`config.mk`:
```
export PLATFORM = sky130hd
export DESIGN_NAME = reg_bank_8
export DESIGN_NICKNAME = d
export VERILOG_FILES = /design/src/rtl/reg_bank_8.sv
export SDC_FILE = /design/constraint.sdc
export NUM_CORES = 1
export LEC_CHECK = 0
export ABC_AREA = 0
export CELL_PAD_IN_SITES_DETAIL_PLACEMENT = 0
export CELL_PAD_IN_SITES_GLOBAL_PLACEMENT = 1
export CORE_MARGIN = 5
export CORE_UTILIZATION = 25
export CTS_CLUSTER_DIAMETER = 150
export DETAILED_ROUTE_END_ITERATION = 10
export PLACE_DENSITY_LB_ADDON = 0.3
export SETUP_SLACK_MARGIN = 0.3
export SLEW_MARGIN = 20
export SYNTH_ARGS = -nofsm -noshare
export SYNTH_HDL_FRONTEND = slang
export SYNTH_SLANG_ARGS = --single-unit
```
`constraint.sdc`:
```
create_clock -name clk -period 3.2 [get_ports clk]
set_input_delay 0.64 -clock clk [delete_from_list [all_inputs] [get_ports clk]]
set_output_delay 0.64 -clock clk [all_outputs]
set_load 0.005 [all_outputs]
```
`src/rtl/reg_bank_8.sv`:
```
// Eight 16-bit registers with per-register valid flags, a write port and an
// increment port; clear and asynchronous reset dominate, write beats increment.
module reg_bank_8 (
    input  logic        clk,
    input  logic        rst_n,
    input  logic        we,
    input  logic [2:0]  wa,
    input  logic [15:0] wd,
    input  logic        inc,
    input  logic [2:0]  ia,
    input  logic        clr,
    output logic [15:0] A,
    output logic [15:0] B,
    output logic [15:0] C,
    output logic [15:0] D,
    output logic [15:0] E,
    output logic [15:0] F,
    output logic [15:0] G,
    output logic [15:0] H,
    output logic [7:0]  vld
);

    localparam int unsigned NumRegs = 8;
    localparam int unsigned Width   = 16;

    logic [Width-1:0]   r_regs     [NumRegs];
    logic [NumRegs-1:0] r_vld;
    logic [Width-1:0]   w_regs_nxt [NumRegs];
    logic [NumRegs-1:0] w_vld_nxt;
    logic [NumRegs-1:0] w_wr_sel;
    logic [NumRegs-1:0] w_inc_sel;

    // Enables gate the address compare, so an undriven address with its enable low is harmless.
    always_comb begin
        for (int i = 0; i < NumRegs; i++) begin
            w_wr_sel[i]  = we && (wa == 3'(i));
            w_inc_sel[i] = inc && (ia == 3'(i)) && !w_wr_sel[i];
        end
    end

    always_comb begin
        for (int i = 0; i < NumRegs; i++) begin
            w_regs_nxt[i] = r_regs[i];
        end
        w_vld_nxt = r_vld;
        if (clr) begin
            for (int i = 0; i < NumRegs; i++) begin
                w_regs_nxt[i] = '0;
            end
            w_vld_nxt = '0;
        end else begin
            for (int i = 0; i < NumRegs; i++) begin
                if (w_wr_sel[i]) begin
                    w_regs_nxt[i] = wd;
                    w_vld_nxt[i]  = 1'b1;
                end else if (w_inc_sel[i]) begin
                    // Wraps modulo 2^16; the carry is intentionally discarded.
                    w_regs_nxt[i] = r_regs[i] + 16'd1;
                end
            end
        end
    end

    always_ff @(posedge clk or negedge rst_n) begin
        if (!rst_n) begin
            for (int i = 0; i < NumRegs; i++) begin
                r_regs[i] <= '0;
            end
            r_vld <= '0;
        end else begin
            for (int i = 0; i < NumRegs; i++) begin
                r_regs[i] <= w_regs_nxt[i];
            end
            r_vld <= w_vld_nxt;
        end
    end

    assign A   = r_regs[0];
    assign B   = r_regs[1];
    assign C   = r_regs[2];
    assign D   = r_regs[3];
    assign E   = r_regs[4];
    assign F   = r_regs[5];
    assign G   = r_regs[6];
    assign H   = r_regs[7];
    assign vld = r_vld;

endmodule

```
==> Yosys cells after proc, flatten, opt, wreduce, memory -nomap -nowiden <==
Index checks and enable logic that the tools add are counted.
{ "word_totals": {"regBits": 136} }
{ "classes": {"n_mux": 26, "n_eq_ne": 14, "n_addsub": 8, "reduce_logical": 50} }
{ "ops": {"columns": ["cell", "count"], "rows": [
  ["16-bit two-way mux", 16],
  ["16-bit by 1-bit adder with 16-bit output (second input constant)", 8],
  ["128-bit two-way mux", 1],
  ["3-bit equality test (second input constant)", 8],
  ["1-bit logical AND", 24],
  ["3-bit nonzero test", 8],
  ["2-bit nonzero test", 8],
  ["3-bit by 2-bit equality test with 1-bit output (second input constant)", 4],
  ["1-bit logical NOT", 8],
  ["1-bit two-way mux", 8],
  ["8-bit two-way mux", 1],
  ["3-bit by 1-bit equality test with 1-bit output (second input constant)", 2],
  ["3-bit logical NOT", 2]
]} }

==> Depth between registers and ports, before layout <==
{ "logic_depth": {"word_depth": 7, "depth_mapped": 6, "depth_no_buf": 5} }

==> Worst setup path after synthesis <==
OpenSTA, ideal clock, no wires.
{ "synth_timing": {"path_type": "input-to-reg", "from": "in ia[0]", "to": "reg r_regs (netlist bit A[15])", "arrival_time_ns": 2.328, "setup_slack_ns": 0.790, "path_stages": 5, "path_buffers": 1, "path_cell_list": "or4b_1 > buf_2 > or4_4 > or3_1 > a31oi_1"} }
{ "synth_between": {"elab_chain_len": 4} }
{ "synth_lines": {"columns": ["item", "line_no", "rtl"], "rows": [
  ["from (decl)", "10", "input logic [2:0] ia,"],
  ["3-bit logical NOT", "37", "w_inc_sel[i] = inc && (ia == 3'(i)) && !w_wr_sel[i];"],
  ["1-bit logical AND (2 in series)", "37", null],
  ["3-bit nonzero test (no line)", null, null],
  ["to (signal, indexed assignment)", "72", "r_regs[i] <= w_regs_nxt[i];"],
  ["to (decl)", "26", "logic [Width-1:0] r_regs [NumRegs];"]
]} }
No other way between the ends.
A chain may end at the register's enable or synchronous reset.

==> Final worst setup path <==
{ "layout_timing": {"from": "in ia[1]", "to": "reg r_regs (netlist bit A[15])"} }
Same word-level chain as after synthesis.

==> results.txt <==
Synth Register Bits - 136
Leakage - 3.80 nW
DRT antenna net count - 0
CTS clk-pin slew, worst paths - 0.06 ns
Routed vias/inst - 5.17
TritonCTS clock tree - built
Crit Path Max Fanout - 6
PD cells - 426 mW/mm²
Sequential element share of the synthesized area - 43.2%
Routed met2 length - 13.8 mm
Met1 WL - 13.9 mm
Antenna violations before repair - 0
Mean Syn Cell Area - 8.79 µm²
Vias in the first global route - 7,268
Unrepaired setup endpoints after global routing - false
Final setup margin - 0.677 ns
Layout fillers - 3,214
Final setup viols - 0
Via count - 7,567
VDD IR max - 317 µV
Max Cap Violations - 0
Skew final - 0.0136 ns
Overall Power - 4.55 mW
Initial DRC count - 590
Slowest-stage cell, CP - or4b_1
Distinct cells, synth - 52
Fmax - 0.396 GHz
Diode count - 0
Initial Util - 25.1%
Critical Path Max Stage Delay - 0.65 ns
Area Overhead vs Synth - 35.5%
# IOs - 163
Routed length per instance - 20.2 µm
Routability cong. - 0.784
Share of layout cells above drive strength 1 - 7.53%
Hold Buf Count CTS - 0
Synth top area cells - dfrtp_1 43%, o21ai_0 8.0%, xnor2_1 6.3%
Synth Flop Type - dfrtp_1
Hold Path Class - in -> async
Final wirelength - 29.6 mm
Critical-path cell list - clkdlybuf4s50_1 > or4b_1 > or4_4 > or3_1 > a31oi_1
Most common cell after layout, fill and taps aside - clkdlybuf4s50_1
Final TNS setup - 0 ns
Clk sinks - 136
Postcts setup bufs - 0
WP data arrival - 2.86 ns
Cell taking the most area after synthesis - dfrtp_1
Largest net degree at the start of global routing - 75
CTS H-tree depth - 4
Post-DP HPWL - 20.2 mm
CTS max path bufs - 2
Pre-CTS setup slack - 0.232 ns
Most frequent cells in the layout - 160 x clkdlybuf4s50_1, 136 x dfrtp_1, 126 x o21ai_0
DRC Markers - 0
Cells after synthesis - 896
Die extent in x - 187 µm
DIE AREA - 0.0351 mm²
Top layer used by detailed routing - met4
Post-synth top area share - 43.2%
First-pass GRT wire length - 45.5 mm
PostCTS Resize Cnt - 0
Die Y - 187 µm
Worst-Margin Slew - 0.821 ns
Met3 Wirelength - 1.38 mm
Synth Warn # - 0
DRT Pass-1 Iters - 5
Syn nets - 931
Clock period minus worst slack - 2.52 ns
Final Max Tran Viols - 0
Final period util - 78.8%
Async S/R FF share, synth - 100%
Clock Latency Late Sink - 0.42 ns
Rows - 65
Gr usage total - 16.5%
Fin. Hold Viols - 0
Gr ovfl total - 0
Status - complete, no violations
Setup crit end kind - flop
Root Buffer - clkbuf_16
Number of enable flip-flop cells after synthesis - 0
Post-layout util - 34.1%
Clock buffer count from CTS - 17
Core Footprint - 0.0313 mm²
Startpoint types - input pin
Cell area after synthesis - 0.00787 mm²
# nets final - 1,086
Port bufs - 162
Worst Path Required - 3.54 ns
Relative slew slack - 45.1%
Crit Path Category - in -> reg
power by group:
| group | switching [mW] | internal (mW) |
|---|---|---|
| clock | 0.781 | 1.35 |
| combinational | 0.282 | 0.247 |
| sequential | 0.0982 | 1.79 |
worst paths after layout:
kind | start | to | slack (ns) | cells after the start
min in group clk | vld[6] | vld[6] | 0.52 | 2
hold reg to reg | vld[6] | vld[6] | 0.52 | 2
setup reg to reg | D[5] | D[15] | 1.19 | 4
max in group asynchronous | rst_n | F[14] | 2.17 | 2
setup / recovery | ia[1] | A[15] | 0.68 | 5
hold / removal | rst_n | H[13] | 0.25 | 1
state kept, by name, indices dropped and copies added (netlist names):
name	cells
A	16
B	16
C	16
D	16
E	16
F	16
G	16
H	16
vld	8
worst max-delay path: cells and delay by family:
family          cells  cell delay [ns]
simple gates        3             1.60
compound gates      1             0.16
buf+inv             1             0.46
cells by family (layout without fill, tap and decap cells):
family	count (synthesis)	count (layout)	synth area share, %
muxes	6	6	0.795
DFF	136	136	43.2
and+or+nand+nor	307	307	22.3
AOI/OAI and AO/OA	275	275	19.6
buffers and inverters	88	255	4.32
xor gates and xnor gates	76	76	8.46
adders and majority gates	8	8	1.27
per-layer routing:
metal | global-route usage [%] | up-vias
li1 | - | 3647
met3 | 2.99 | 23
met2 | 26.7 | 195
met1 | 23.0 | 3702
met4 | 4.07 | 0
met5 | 0 | -
final cells by class:
class                   instances  area, µm²  area share, %
repair buffers                196       1900           17.8
well taps                     402        503           4.72
clock inverters                 6        111           1.04
multi-input cells             672       4130           38.7
flip-flops and latches        136       3400           31.9
inverters                      28        105          0.985
clock buffers                  25        515           4.83
cell usage after synthesis, drive strengths merged (3+ instances only):
master / count
nor3: 21
xnor2: 57
or3: 25
nand2: 54
nor4: 19
nand4b: 6
and2: 4
nand3: 43
a211oi: 12
nand4bb: 6
dfrtp: 136
and4: 11
inv: 27
buf: 7
or4: 13
clkbuf: 53
o31ai: 8
mux2i: 4
nor2: 40
a311oi: 7
o21ai: 126
nand2b: 3
nand3b: 3
a21oi: 74
or2: 4
xor2: 19
nand4: 38
and3: 6
ha: 8
a31oi: 35
nor4bb: 3
metrics by stage:
step / hold WS, ns / instances / area (µm²)
final: 0.248 / 1465 / 10700
after global routing: 0.302 / 1465 / 10700
after CTS: 0.283 / 1465 / 10700
after detailed placement: 0.511 / 1434 / 10000
after global placement: 0.505 / 1434 / 10000
after floorplan: 0.344 / 896 / 7870
Note: power is estimated with default switching activity, not from simulation.
